--- config.mk ---
export PLATFORM = sky130hd
export DESIGN_NAME = clock_control_nch
export DESIGN_NICKNAME = d
export VERILOG_FILES = /design/src/rtl/clock_control_nch.sv
export SDC_FILE = /design/constraint.sdc
export NUM_CORES = 1
export LEC_CHECK = 0
export BUFFER_PORTS_ARGS = -buffer_cell sky130_fd_sc_hd__buf_2
export CORE_MARGIN = 4
export CORE_UTILIZATION = 39
export DETAILED_ROUTE_END_ITERATION = 12
export GPL_ROUTABILITY_DRIVEN = 0
export PLACE_DENSITY = 0.57
export SETUP_SLACK_MARGIN = 0.05
export SYNTH_ARGS = -nofsm -noshare
export SYNTH_HDL_FRONTEND = slang
export SYNTH_SLANG_ARGS = --single-unit
--- constraint.sdc ---
create_clock -name clk -period 2.3 [get_ports clk]
set_input_delay 0.345 -clock clk [delete_from_list [all_inputs] [get_ports clk]]
set_output_delay 0.345 -clock clk [all_outputs]
set_load 0.05 [all_outputs]
--- src/rtl/clock_control_nch.sv ---
// N-channel clock-control core: sums elastic-buffer fill offsets each cycle and,
// once per settle period, issues a FINC/FDEC pulse train and updates a stability flag.
module clock_control_nch #(
  parameter int NUM_CHANNELS     = 2,
  parameter int COUNT_WIDTH      = 8,
  parameter int SETTLE_PERIOD    = 4096,
  parameter int PULSE_WIDTH      = 4,
  parameter int DEADBAND         = 2,
  parameter int STABLE_THRESHOLD = 4,
  parameter int STABLE_UPDATES   = 8,
  localparam int SW = COUNT_WIDTH + 1 + $clog2(NUM_CHANNELS)
) (
  input  logic                                clk,
  input  logic                                rst_n,
  input  logic [NUM_CHANNELS*COUNT_WIDTH-1:0] data_counts,
  input  logic [NUM_CHANNELS-1:0]             channel_mask,
  input  logic [NUM_CHANNELS-1:0]             drain_fifo,
  output logic                                finc,
  output logic                                fdec,
  output logic                                is_stable,
  output logic                                update_strobe,
  output logic [SW-1:0]                       error_sum
);

  localparam int PCW = $clog2(SETTLE_PERIOD);
  localparam int SCW = $clog2(STABLE_UPDATES + 1);

  localparam logic [PCW-1:0] PERIOD_TC = PCW'(SETTLE_PERIOD - 1);
  localparam logic [7:0]     PULSE_LEN = 8'(PULSE_WIDTH);
  localparam logic [SCW-1:0] STABLE_MAX = SCW'(STABLE_UPDATES);

  localparam logic signed [SW-1:0] MID     = {{(SW-COUNT_WIDTH){1'b0}}, 1'b1, {(COUNT_WIDTH-1){1'b0}}};
  localparam logic signed [SW-1:0] POS_DB  = SW'(DEADBAND);
  localparam logic signed [SW-1:0] NEG_DB  = SW'(-DEADBAND);
  localparam logic signed [SW-1:0] POS_THR = SW'(STABLE_THRESHOLD);
  localparam logic signed [SW-1:0] NEG_THR = SW'(-STABLE_THRESHOLD);

  typedef enum logic [1:0] {
    P_IDLE = 2'd0,
    P_INC  = 2'd1,
    P_DEC  = 2'd2
  } pulse_state_e;

  pulse_state_e           pulse_state_q, pulse_state_d;
  logic [PCW-1:0]         period_q, period_d;
  logic [7:0]             pulse_cnt_q, pulse_cnt_d;
  logic [SCW-1:0]         stable_cnt_q, stable_cnt_d;
  logic                   is_stable_q, is_stable_d;
  logic                   strobe_q, strobe_d;
  logic signed [SW-1:0]   sum_q, sum_d;
  logic                   tc;

  // Masked or draining channels contribute nothing; the rest contribute count - midpoint.
  always_comb begin
    sum_d = '0;
    for (int i = 0; i < NUM_CHANNELS; i++) begin
      if (channel_mask[i] && !drain_fifo[i]) begin
        sum_d = sum_d
              + $signed({{(SW-COUNT_WIDTH){1'b0}}, data_counts[i*COUNT_WIDTH +: COUNT_WIDTH]})
              - MID;
      end
    end
  end

  assign tc = (period_q == PERIOD_TC);

  always_comb begin
    period_d      = tc ? '0 : period_q + 1'b1;
    strobe_d      = (period_d == PERIOD_TC);
    pulse_state_d = pulse_state_q;
    pulse_cnt_d   = pulse_cnt_q;
    stable_cnt_d  = stable_cnt_q;
    if (tc) begin
      // sum_q during the TC cycle is the decision value.
      if (sum_q > POS_DB) begin
        pulse_state_d = P_INC;
        pulse_cnt_d   = PULSE_LEN;
      end else if (sum_q < NEG_DB) begin
        pulse_state_d = P_DEC;
        pulse_cnt_d   = PULSE_LEN;
      end else begin
        pulse_state_d = P_IDLE;
        pulse_cnt_d   = '0;
      end
      if (sum_q <= POS_THR && sum_q >= NEG_THR && !(|drain_fifo)) begin
        stable_cnt_d = (stable_cnt_q == STABLE_MAX) ? stable_cnt_q : stable_cnt_q + 1'b1;
      end else begin
        stable_cnt_d = '0;
      end
    end else if (pulse_cnt_q > 8'd1) begin
      pulse_cnt_d = pulse_cnt_q - 8'd1;
    end else begin
      pulse_cnt_d   = '0;
      pulse_state_d = P_IDLE;
    end
    is_stable_d = (stable_cnt_d == STABLE_MAX);
  end

  always_ff @(posedge clk or negedge rst_n) begin
    if (!rst_n) begin
      pulse_state_q <= P_IDLE;
      period_q      <= '0;
      pulse_cnt_q   <= '0;
      stable_cnt_q  <= '0;
      is_stable_q   <= 1'b0;
      strobe_q      <= 1'b0;
      sum_q         <= '0;
    end else begin
      pulse_state_q <= pulse_state_d;
      period_q      <= period_d;
      pulse_cnt_q   <= pulse_cnt_d;
      stable_cnt_q  <= stable_cnt_d;
      is_stable_q   <= is_stable_d;
      strobe_q      <= strobe_d;
      sum_q         <= sum_d;
    end
  end

  assign finc          = (pulse_state_q == P_INC);
  assign fdec          = (pulse_state_q == P_DEC);
  assign is_stable     = is_stable_q;
  assign update_strobe = strobe_q;
  assign error_sum     = sum_q;

endmodule

==> results.tsv, run 1 <==
stage	metric	value	unit
routing	drt-total-wl	4920	µm
floorplanning	rows	28	
clock_network	cts_tree	built	
synth	syn_area	2410	µm²
global_routing	grt_remaining_overflow	0	
sta	post-route-period-util	93.5	%
clock_network	cts_sinks	38	
pwr	power.total	1360	µW
final_layout	area_delta_synth_final	21.0	%
worst_setup_path	worstPathMaxFanout	8	
routing	wl_per_cell	13.2	µm
worst_setup_path	worstPathCellList	buf_2, nor2b_4, and2_4, ha_4, ha_4, fa_2, a21o_1, a21oi_2, o21ai_2, a21oi_2, o221a_2	
synth	ys_warn_count	0	
worst_setup_path	ff2ff_setup_slack	0.23	ns
final_layout	layoutNonFillerInstCount	374	
clock_network	cts_buffers	5	
final_layout	diodes	0	
sta	max-slew-margin-rel	44.7	%
pwr	power_density	465	nW/µm²
final_layout	drive_above_1_share	27.1	%
worst_setup_path	r2r_end	is_stable$_DFF_PN0_	
synth	synth_seq_cells	38	
worst_setup_path	r2r_cells	6	
worst_setup_path	crit_type	input pin to flop	
final_layout	fillerInstances	600	
floorplanning	die_h	86.6	µm
clock_network	insertion_delay	0.28	ns
synth	synth_top_cell_area_share	39.5	%
global_routing	grt_pass1_wl	8440	µm
hold_path	hold_class	input pin to async pin	
synth	synth_top_cell_by_area	dfrtp_1	
clock_network	root_buffer	clkbuf_8	
global_routing	grt_pass1_vias	1892	
sta	tightest_slew	0.830	ns
final_layout	seq_area	951	µm²
global_routing	grtUsageTotal	14.3	%
floorplanning	die_w	86.6	µm
routing	avgViaCountPerCell	5.06	
run_status	outcome	completed	
worst_setup_path	r2r_start	period_q[0]$_DFF_PN0_	
clock_network	clockBufferDepth	2	
routing	drt_iter0_drc	61	
synth	synth_nets	294	
sta	max_freq	465	MHz
sta	setup_viol	0	
final_layout	final_common_cell	dfrtp_1	
final_layout	final_net_count	345	
pwr	cellLeakagePower	0.00143	µW
floorplanning	num_io_pins	36	
global_routing	grt_max_degree	39	
job	maxCapViolCount	0	
synth	postSynth.asyncResetShare	100	%
clock_network	cts_htree_levels	2	
sta	drv_slew	0	
synth	synthCells	248	
worst_setup_path	worst-endpoint-required	2.52	ns
clock_network	postCtsSetupBuffers	0	
final_layout	most-common-layout-cells	38 x dfrtp_1, 35 x buf_2, 23 x nor2_1	
clock_network	cts.clk_slew.worst_paths	0.07	ns
worst_setup_path	cp_data_arrival_time	2.37	ns
place	dp_hpwl	3840	µm
place	dp_cells	367	
synth	synth-edff-count	0	
synth	synth_ff_type	dfrtp_1	
synth	netlist_top_cells_area	dfrtp_1 39%, ha_1 11%, xnor2_1 4.4%, nor2_1 3.6%, inv_1 2.5%	
routing	firstDrtPassIters	4	
routing	num_vias	1893	
sta	fin_skew	0.00502	ns
place	portBuffers	35	
final_layout	multi_input_comb_area	1450	µm²
worst_setup_path	slowest_stage	fa_2	
synth	yosysUniqueCellTypes	52	
worst_setup_path	cp-start-kind	input pin	
global_routing	antenna_found_initial	0	
pwr	peakVddDrop	0.248	mV
worst_setup_path	critPathCaptureType	flop	
routing	drc	0	
sta	rsz0062_at_grt	true	
worst_setup_path	max_stage_delay	0.38	ns
floorplanning	die_area	7500	µm²
floorplanning	core	5960	µm²
sta	hold_violations	0	
floorplanning	start_util	40.5	%
synth	ys_seq_area_share	39.5	%
synth	syn_area_per_cell	9.72	µm²
routing	antenna_left	0	
clock_network	holdBufCountCts	0	
sta	period_minus_slack	2.15	ns
## where the power goes
group          leakage [µW]  total [µW]  internal [µW]  switching (µW)
clock network     0.0000383         413            208             204
registers          0.000491         699            683            15.7
logic              0.000900         243           93.1             150
## worst max path at each step
stage	start	slack, ns	to	depth (start not counted)
final	drain_fifo[0]	0.15	error_sum[9]$_DFF_PN0_	11
after global routing	drain_fifo[0]	0.05	error_sum[9]$_DFF_PN0_	11
after CTS	drain_fifo[0]	0.05	error_sum[9]$_DFF_PN0_	11
after detailed placement	drain_fifo[0]	-0.26	error_sum[9]$_DFF_PN0_	11
after global placement	drain_fifo[0]	-0.21	error_sum[9]$_DFF_PN0_	11
after floorplan	channel_mask[0]	0.06	error_sum[9]$_DFF_PN0_	10
## area by class of cell
class                   instances  share of cell area (%)
multi-input cells             188                    49.6
flip-flops and latches         38                    32.6
repair buffers                 50                    9.87
well taps                      75                    3.22
clock buffers                   7                    2.62
inverters                      16                    2.06
## stage by stage
| stage | worst slack [ns] | area (µm²) | TNS [ns] | hold slack, ns | util (%) |
|---|---|---|---|---|---|
| floorplan | 0.0605 | 2460 | 0 | 0.0494 | - |
| global placement | -0.210 | 2800 | -0.721 | 0.492 | 47.0 |
| detailed placement | -0.262 | 2800 | -0.902 | 0.499 | 47.0 |
| CTS | 0.0511 | 2880 | 0 | 0.190 | 48.3 |
| global route | 0.0459 | 2920 | 0 | 0.241 | 48.9 |
| finish | 0.150 | 2920 | 0 | 0.161 | 48.9 |
## flip-flops by register name, summed over array words and instances (netlist names)
register and cells:
error_sum 10, update_strobe 1, pulse_cnt_q 8, pulse_state_q 2, is_stable 1, stable_cnt_q 4, period_q 12
## per-layer routing
metal | share of wire, % | vias to the layer above | wire length [µm] | global-route usage (%)
li1 | - | 983 | - | -
met1 | 47 | 871 | 2320 | 17.6
met2 | 47 | 31 | 2320 | 24.2
met3 | 3.8 | 8 | 185 | 2.95
met4 | 2.1 | 0 | 104 | 6.09
met5 | 0 | - | 0 | 0
## what timing repair did
action	CTS	global route
gates resized for setup	1	6
pin swaps	1	4
endpoints found under the setup margin	1	4
## cells by family after synthesis
| family | Yosys count | synth area share (%) |
|---|---|---|
| and+or+nand+nor | 106 | 25.0 |
| buffers and inverters | 22 | 4.15 |
| AOI/OAI and AO/OA | 39 | 10.8 |
| xor gates and xnor gates | 16 | 6.13 |
| DFF | 38 | 39.5 |
| muxes | 3 | 1.40 |
| adders and majority gates | 24 | 13.1 |
## cells in the mapped netlist (2+ instances only)
library cell and count:
buf_6 2, nand2_1 16, nor3_1 11, o22ai_1 2
nand3b_1 3, o21ai_0 10, xnor2_1 12, o2111ai_1 2
or3_1 3, nand2b_1 3, ha_1 22, a21o_1 3
inv_1 16, or4_1 3, and3_1 3, nand3_1 8
clkbuf_1 2, buf_2 2, nand4_1 5, o211ai_1 2
nor2b_1 3, nor4_1 3, a21oi_1 10, and4_1 2
nor2_1 23, dfrtp_1 38, xor2_1 3, mux2_2 3
and2_1 9, fa_1 2
## critical path: cells and delay by family
family,cells,cell delay (ns)
AOI/OAI and AO/OA,5,0.75
adders and majority gates,3,0.74
and+or+nand+nor,2,0.41
buffers and inverters,1,0.12
Power figures use the tool's default switching activity.
==> inputs of run 2 (changes only) <==
Settings changed: CAP_MARGIN set to 15.
Clock period 2.3 ns to 2.7 ns, I/O delays scaled along.
==> run 2 against run 1 <==
Net effect: global-route usage is 0.37 points lower; register-to-register slack improved by 0.33 ns; via count grew 0.16%; sequential share of layout area grew 0.80 points; critical path type unchanged; critical endpoint is now error_sum[7]$_DFF_PN0_; setup slack gained 0.070 ns; highest routed layer unchanged; hold slack improved by 0.044 ns.
==> results.tsv, run 2 (synthesized netlist as in run 1, its figures left out) <==
stage	metric	value	unit	change
run_status	outcome	completed		unchanged
final_layout	final_common_cell	dfrtp_1		unchanged
final_layout	final_area	2850	µm²	was 2920 µm²
routing	wl_per_cell	12.8	µm	was 13.2 µm
routing	drt-total-wl	4780	µm	was 4920 µm
sta	rsz0062_at_grt	false		was true
sta	max-slew-margin-rel	45.5	%	was 44.7%
routing	drc	0		unchanged
global_routing	grt_pass1_vias	1896		was 1,892
global_routing	grt_max_degree	39		unchanged
final_layout	final_net_count	342		was 345
routing	avgViaCountPerCell	5.10		was 5.06
final_layout	largest_reg_flops	12		unchanged
global_routing	grtUsageTotal	13.9	%	was 14.3%
clock_network	cts_buffers	5		unchanged
worst_setup_path	cp_data_arrival_time	2.69	ns	was 2.37 ns
final_layout	most-common-layout-cells	38 x dfrtp_1, 35 x buf_2, 23 x nor2_1		unchanged
floorplanning	die_area	7500	µm²	unchanged
final_layout	multi_input_comb_area	1370	µm²	was 1450 µm²
final_layout	drive_above_1_share	23.6	%	was 27.1%
job	maxCapViolCount	0		unchanged
routing	drt_iter0_drc	30		was 61
sta	fin_ws	0.220	ns	was 0.150 ns
final_layout	layoutNonFillerInstCount	372		was 374
sta	tightest_slew	0.817	ns	was 0.830 ns
place	portBuffers	35		unchanged
sta	hold_violations	0		unchanged
sta	period_minus_slack	2.48	ns	
clock_network	root_buffer	clkbuf_8		unchanged
pwr	power_density	442	nW/µm²	was 465 nW/µm²
final_layout	fillerInstances	591		was 600
worst_setup_path	worst-endpoint-required	2.91	ns	was 2.52 ns
floorplanning	core	5960	µm²	unchanged
sta	setup_viol	0		unchanged
final_layout	seq_area	951	µm²	unchanged
floorplanning	start_util	40.5	%	unchanged
place	dp_cells	364		was 367
final_layout	top_register	period_q		unchanged
worst_setup_path	cp-start-kind	input pin		unchanged
place	placed_area	2730	µm²	was 2800 µm²
clock_network	cts.repair.resized	1		unchanged
clock_network	cts_htree_levels	2		unchanged
global_routing	grt_pass1_wl	8340	µm	was 8440 µm
place	dp_hpwl	3780	µm	was 3840 µm
routing	num_vias	1896		was 1,893
sta	finalSetupTns	0	ns	unchanged
worst_setup_path	worstPathMaxFanout	8		unchanged
worst_setup_path	critPathCaptureType	flop		unchanged
sta	post-route-period-util	91.9	%	
final_layout	area_delta_synth_final	18.1	%	was 21.0%
sta	whs	0.205	ns	was 0.161 ns
floorplanning	die_h	86.6	µm	unchanged
final_layout	diodes	0		unchanged
global_routing	antenna_found_initial	0		unchanged
pwr	peakVddDrop	0.410	mV	was 0.248 mV
clock_network	cts.clk_slew.worst_paths	0.08	ns	was 0.07 ns
pwr	cellLeakagePower	0.00143	µW	about the same
clock_network	insertion_delay	0.29	ns	was 0.28 ns
worst_setup_path	crit_type	input pin to flop		unchanged
global_routing	grt_remaining_overflow	0		unchanged
clock_network	cts_tree	built		unchanged
clock_network	clockBufferDepth	2		unchanged
floorplanning	die_w	86.6	µm	unchanged
routing	firstDrtPassIters	4		unchanged
sta	max_freq	403	MHz	
clock_network	postCtsSetupBuffers	0		unchanged
floorplanning	rows	28		unchanged
hold_path	hold_class	input pin to async pin		unchanged
clock_network	holdBufCountCts	0		unchanged
sta	fin_skew	0.00698	ns	was 0.00502 ns
clock_network	cts_sinks	38		unchanged
sta	drv_slew	0		unchanged
routing	antenna_left	0		unchanged
place	place_ws	-0.413	ns	was -0.262 ns
floorplanning	num_io_pins	36		unchanged
==> run 2: final cells by class <==
type | instances | area share [%]
Clock buffer | 5 | 2.42
Inverter | 16 | 2.11
Sequential cell | 38 | 33.4
Timing Repair Buffer | 47 | 9.32
Clock inverter | 3 | 1.41
Tap cell | 75 | 3.30
Multi-Input combinational cell | 188 | 48.0
==> run 2: stage by stage <==
step / utilization, % / power (µW)
after detailed placement: 45.8 / 802
after global placement: 45.8 / 800
after floorplan: - / 724
final: 47.8 / 1260
after global routing: 47.8 / 1320
after CTS: 47.7 / 1270
==> run 2: worst max-delay path: stages <==
cell     delay (ns)
buf_2          0.12
nor2b_4        0.21
and2_1         0.18
ha_1           0.23
ha_1           0.23
fa_1           0.38
a21o_1         0.18
a21oi_1        0.23
o21ai_0        0.17
and3_1         0.19
nor3_1         0.15
==> run 2: power breakdown <==
group	switching [µW]	internal (µW)
logic	121	72.9
registers	13.2	582
clock network	197	272
total	331	926
==> run 2: routing by layer <==
layer | part of all wire [%] | GRT usage [%] | vias to the layer above | wire, µm
met1 | 48 | 17.5 | 868 | 2290
met4 | 1.7 | 5.24 | 0 | 82
met3 | 4.0 | 2.95 | 8 | 193
met2 | 46 | 23.5 | 40 | 2210
met5 | 0 | 0 | - | 0
li1 | - | - | 980 | -
==> run 2: final timing paths <==
| kind | end | from | cells after the start | slack (ns) |
|---|---|---|---|---|
| setup / recovery | error_sum[7]$_DFF_PN0_ | drain_fifo[0] | 11 | 0.22 |
| hold / removal | period_q[2]$_DFF_PN0_ | rst_n | 1 | 0.20 |
| setup reg to reg | is_stable$_DFF_PN0_ | period_q[0]$_DFF_PN0_ | 5 | 0.56 |
| hold reg to reg | period_q[0]$_DFF_PN0_ | period_q[0]$_DFF_PN0_ | 1 | 0.51 |
| max in group asynchronous | pulse_cnt_q[3]$_DFF_PN0_ | rst_n | 1 | 1.97 |
| min in group clk | error_sum[0]$_DFF_PN0_ | data_counts[8] | 3 | 0.48 |
==> inputs of run 3 (changes only) <==
Settings changed: ABC_AREA set to 1.
==> run 3 against run 2 <==
Net effect: cell count up 19%; register-to-register slack improved by 0.37 ns; die area up 2.5%; clock-buffer cell count is 2 higher; hold slack improved by 0.014 ns; combinational power shrank 9%; critical path depth did not move; sequential power about the same; largest power group unchanged.
==> results.tsv, run 3 <==
stage	metric	value	unit	change
run_status	outcome	completed		unchanged
routing	antenna_left	0		unchanged
synth	synth_ff_type	dfrtp_1		unchanged
clock_network	holdBufCountCts	0		unchanged
synth	yosysUniqueCellTypes	31		was 52
worst_setup_path	crit_type	input pin to flop		unchanged
routing	avgViaCountPerCell	4.63		was 5.10
floorplanning	die_h	87.7	µm	was 86.6 µm
sta	max_freq	468	MHz	was 403 MHz
sta	hold_violations	0		unchanged
final_layout	area_delta_synth_final	13.9	%	was 18.1%
pwr	switching_share	28.0	%	was 26.3%
synth	postSynth.asyncResetShare	100	%	unchanged
routing	num_vias	2056		was 1,896
routing	drc	0		unchanged
routing	wl_per_cell	11.0	µm	was 12.8 µm
clock_network	clockBufferDepth	2		unchanged
final_layout	seq_area	951	µm²	unchanged
routing	firstDrtPassIters	4		unchanged
synth	netlist_top_cells_area	dfrtp_1 38%, nand2_1 12%, ha_1 11%, nor2_1 8.3%, inv_1 8.2%		was dfrtp_1 39%, ha_1 11%, xnor2_1 4.4%, nor2_1 3.6%, inv_1 2.5%
place	dp_hpwl	3930	µm	was 3780 µm
global_routing	grtUsageTotal	14.4	%	was 13.9%
synth	synth-edff-count	0		unchanged
clock_network	cts_htree_levels	2		unchanged
worst_setup_path	worst-endpoint-required	2.91	ns	about the same
pwr	p_comb_share	15.1	%	was 15.4%
sta	tightest_slew	0.834	ns	was 0.817 ns
place	placed_area	2730	µm²	about the same
synth	synth_common_cells	79 x nand2_1, 55 x nor2_1, 54 x inv_1, 38 x dfrtp_1		was 38 x dfrtp_1, 23 x nor2_1, 22 x ha_1, 16 x inv_1, 16 x nand2_1
clock_network	cts_tree	built		unchanged
clock_network	cts.clk_slew.worst_paths	0.07	ns	was 0.08 ns
pwr	p_int	842	µW	was 926 µW
pwr	peakVddDrop	0.284	mV	was 0.410 mV
worst_setup_path	cp-start-kind	input pin		unchanged
final_layout	drive_above_1_share	13.8	%	was 23.6%
synth	synth_nets	374		was 294
sta	finalSetupTns	0	ns	unchanged
floorplanning	rows	28		unchanged
sta	post-route-period-util	79.2	%	was 91.9%
global_routing	antenna_found_initial	0		unchanged
sta	rsz0062_at_grt	false		unchanged
worst_setup_path	worstPathMaxFanout	8		unchanged
clock_network	cts.repair.resized	0		was 1
pwr	p_clk_share	34.1	%	was 37.3%
sta	fin_ws	0.561	ns	was 0.220 ns
synth	syn_area	2480	µm²	was 2410 µm²
clock_network	cts_buffers	5		unchanged
routing	drt_iter0_drc	56		was 30
sta	period_minus_slack	2.14	ns	was 2.48 ns
clock_network	insertion_delay	0.28	ns	was 0.29 ns
clock_network	postCtsSetupBuffers	0		unchanged
synth	ys_seq_area_share	38.4	%	was 39.5%
clock_network	cts_sinks	38		unchanged
final_layout	largest_reg_flops	12		unchanged
job	maxCapViolCount	0		unchanged
floorplanning	die_area	7690	µm²	was 7500 µm²
sta	fin_skew	0.00506	ns	was 0.00698 ns
synth	ys_warn_count	0		unchanged
floorplanning	start_util	41.1	%	was 40.5%
global_routing	grt_pass1_wl	8770	µm	was 8340 µm
pwr	p_sw	328	µW	was 331 µW
floorplanning	core	6030	µm²	was 5960 µm²
final_layout	final_net_count	414		was 342
global_routing	grt_max_degree	39		unchanged
final_layout	diodes	0		unchanged
global_routing	grt_pass1_vias	1981		was 1,896
routing	drt-total-wl	4890	µm	was 4780 µm
final_layout	multi_input_comb_area	1300	µm²	was 1370 µm²
final_layout	final_common_cell	nand2_1		was dfrtp_1
sta	setup_viol	0		unchanged
global_routing	grt_remaining_overflow	0		unchanged
sta	whs	0.219	ns	was 0.205 ns
place	portBuffers	35		unchanged
worst_setup_path	cp_data_arrival_time	2.35	ns	was 2.69 ns
synth	synth_top_cell_area_share	38.4	%	was 39.5%
synth	syn_area_per_cell	7.55	µm²	was 9.72 µm²
worst_setup_path	critPathCaptureType	flop		unchanged
floorplanning	num_io_pins	36		unchanged
floorplanning	die_w	87.7	µm	was 86.6 µm
pwr	power_density	414	nW/µm²	was 442 nW/µm²
hold_path	hold_class	input pin to async pin		unchanged
final_layout	top_register	period_q		unchanged
place	place_ws	0.233	ns	was -0.413 ns
synth	synthCells	328		was 248
synth	synth_top_cell_by_area	dfrtp_1		unchanged
pwr	cellLeakagePower	0.00169	µW	was 0.00143 µW
clock_network	root_buffer	clkbuf_8		unchanged
final_layout	most-common-layout-cells	79 x nand2_1, 55 x nor2_1, 54 x inv_1		was 38 x dfrtp_1, 35 x buf_2, 23 x nor2_1
pwr	pwr-share-seq	50.8	%	was 47.3%
sta	drv_slew	0		unchanged
final_layout	fillerInstances	634		was 591
synth	synth_seq_cells	38		unchanged
sta	max-slew-margin-rel	44.4	%	was 45.5%
synth	synth_most_common_cell	nand2_1		was dfrtp_1
final_layout	final_area	2820	µm²	was 2850 µm²
worst_setup_path	ff2ff_setup_slack	0.93	ns	was 0.56 ns
==> run 3: cell count changes in the layout (fill, tap and decap cells not counted), moves of 6 or more <==
cell | before | now
buf_4 | 12 | 0
a21oi_1 | 10 | 4
nand3_1 | 8 | 22
nor2_1 | 23 | 55
and2_1 | 9 | 1
nor3_1 | 11 | 2
inv_1 | 16 | 54
nand2_1 | 16 | 79
xnor2_1 | 12 | 6
==> run 3: final timing paths <==
| path | startpoint | end | cells after the start |
|---|---|---|---|
| max in group asynchronous | rst_n | pulse_cnt_q[5]$_DFF_PN0_ | 1 |
| hold reg to reg | pulse_cnt_q[0]$_DFF_PN0_ | pulse_cnt_q[0]$_DFF_PN0_ | 1 |
| min in group clk | data_counts[6] | error_sum[6]$_DFF_PN0_ | 3 |
| setup reg to reg | period_q[0]$_DFF_PN0_ | is_stable$_DFF_PN0_ | 9 |
| hold / removal | rst_n | pulse_cnt_q[4]$_DFF_PN0_ | 1 |
| setup / recovery | drain_fifo[0] | error_sum[7]$_DFF_PN0_ | 11 |
==> run 3: power by group through the flow <==
stage               Combinational (µW)  Clock, µW  Sequential, µW
finish                             177        399             594
global route                       202        442             596
CTS                                181        420             594
detailed placement                 179          0             605
global placement                   180          0             605
floorplan                         77.2          0             646
==> run 3: cell families after synthesis <==
group           share of synthesized area [%]
compound gates                           5.46
fa+ha+maj                                12.7
buf+inv                                  9.09
simple gates                             29.7
xor+xnor                                 4.60
flops                                    38.4
==> run 3: area by class of cell <==
cell class                 instances  area share, %
tap                               75           3.32
sequential                        38           33.7
multi-input combinational        232           46.1
inverter                          56           7.45
clock inverter                     1          0.177
clock buffer                       7           3.06
timing repair buffer              35           6.21
==> run 3: per-stage QoR <==
| stage | power (µW) | util, % | instances |
|---|---|---|---|
| floorplan | 723 | - | 328 |
| global placement | 784 | 45.3 | 436 |
| detailed placement | 785 | 45.3 | 436 |
| CTS | 1190 | 46.8 | 444 |
| global route | 1240 | 46.8 | 444 |
| finish | 1170 | 46.8 | 444 |
==> run 3: critical path, cell delays in order <==
cell and delay (ns):
buf_2 0.09, inv_1 0.05, nand2_1 0.15, nor2_1 0.20, ha_1 0.26, ha_1 0.22, fa_1 0.42, nand4_1 0.12
nand3_1 0.12, xor2_1 0.16, o21ai_0 0.14
==> run 3: layer usage <==
metal / track usage, % / part of all wire (%)
met5: 0 / 0
met4: 4.60 / 1.4
met3: 3.01 / 3.9
met2: 24.2 / 47
met1: 18.4 / 47
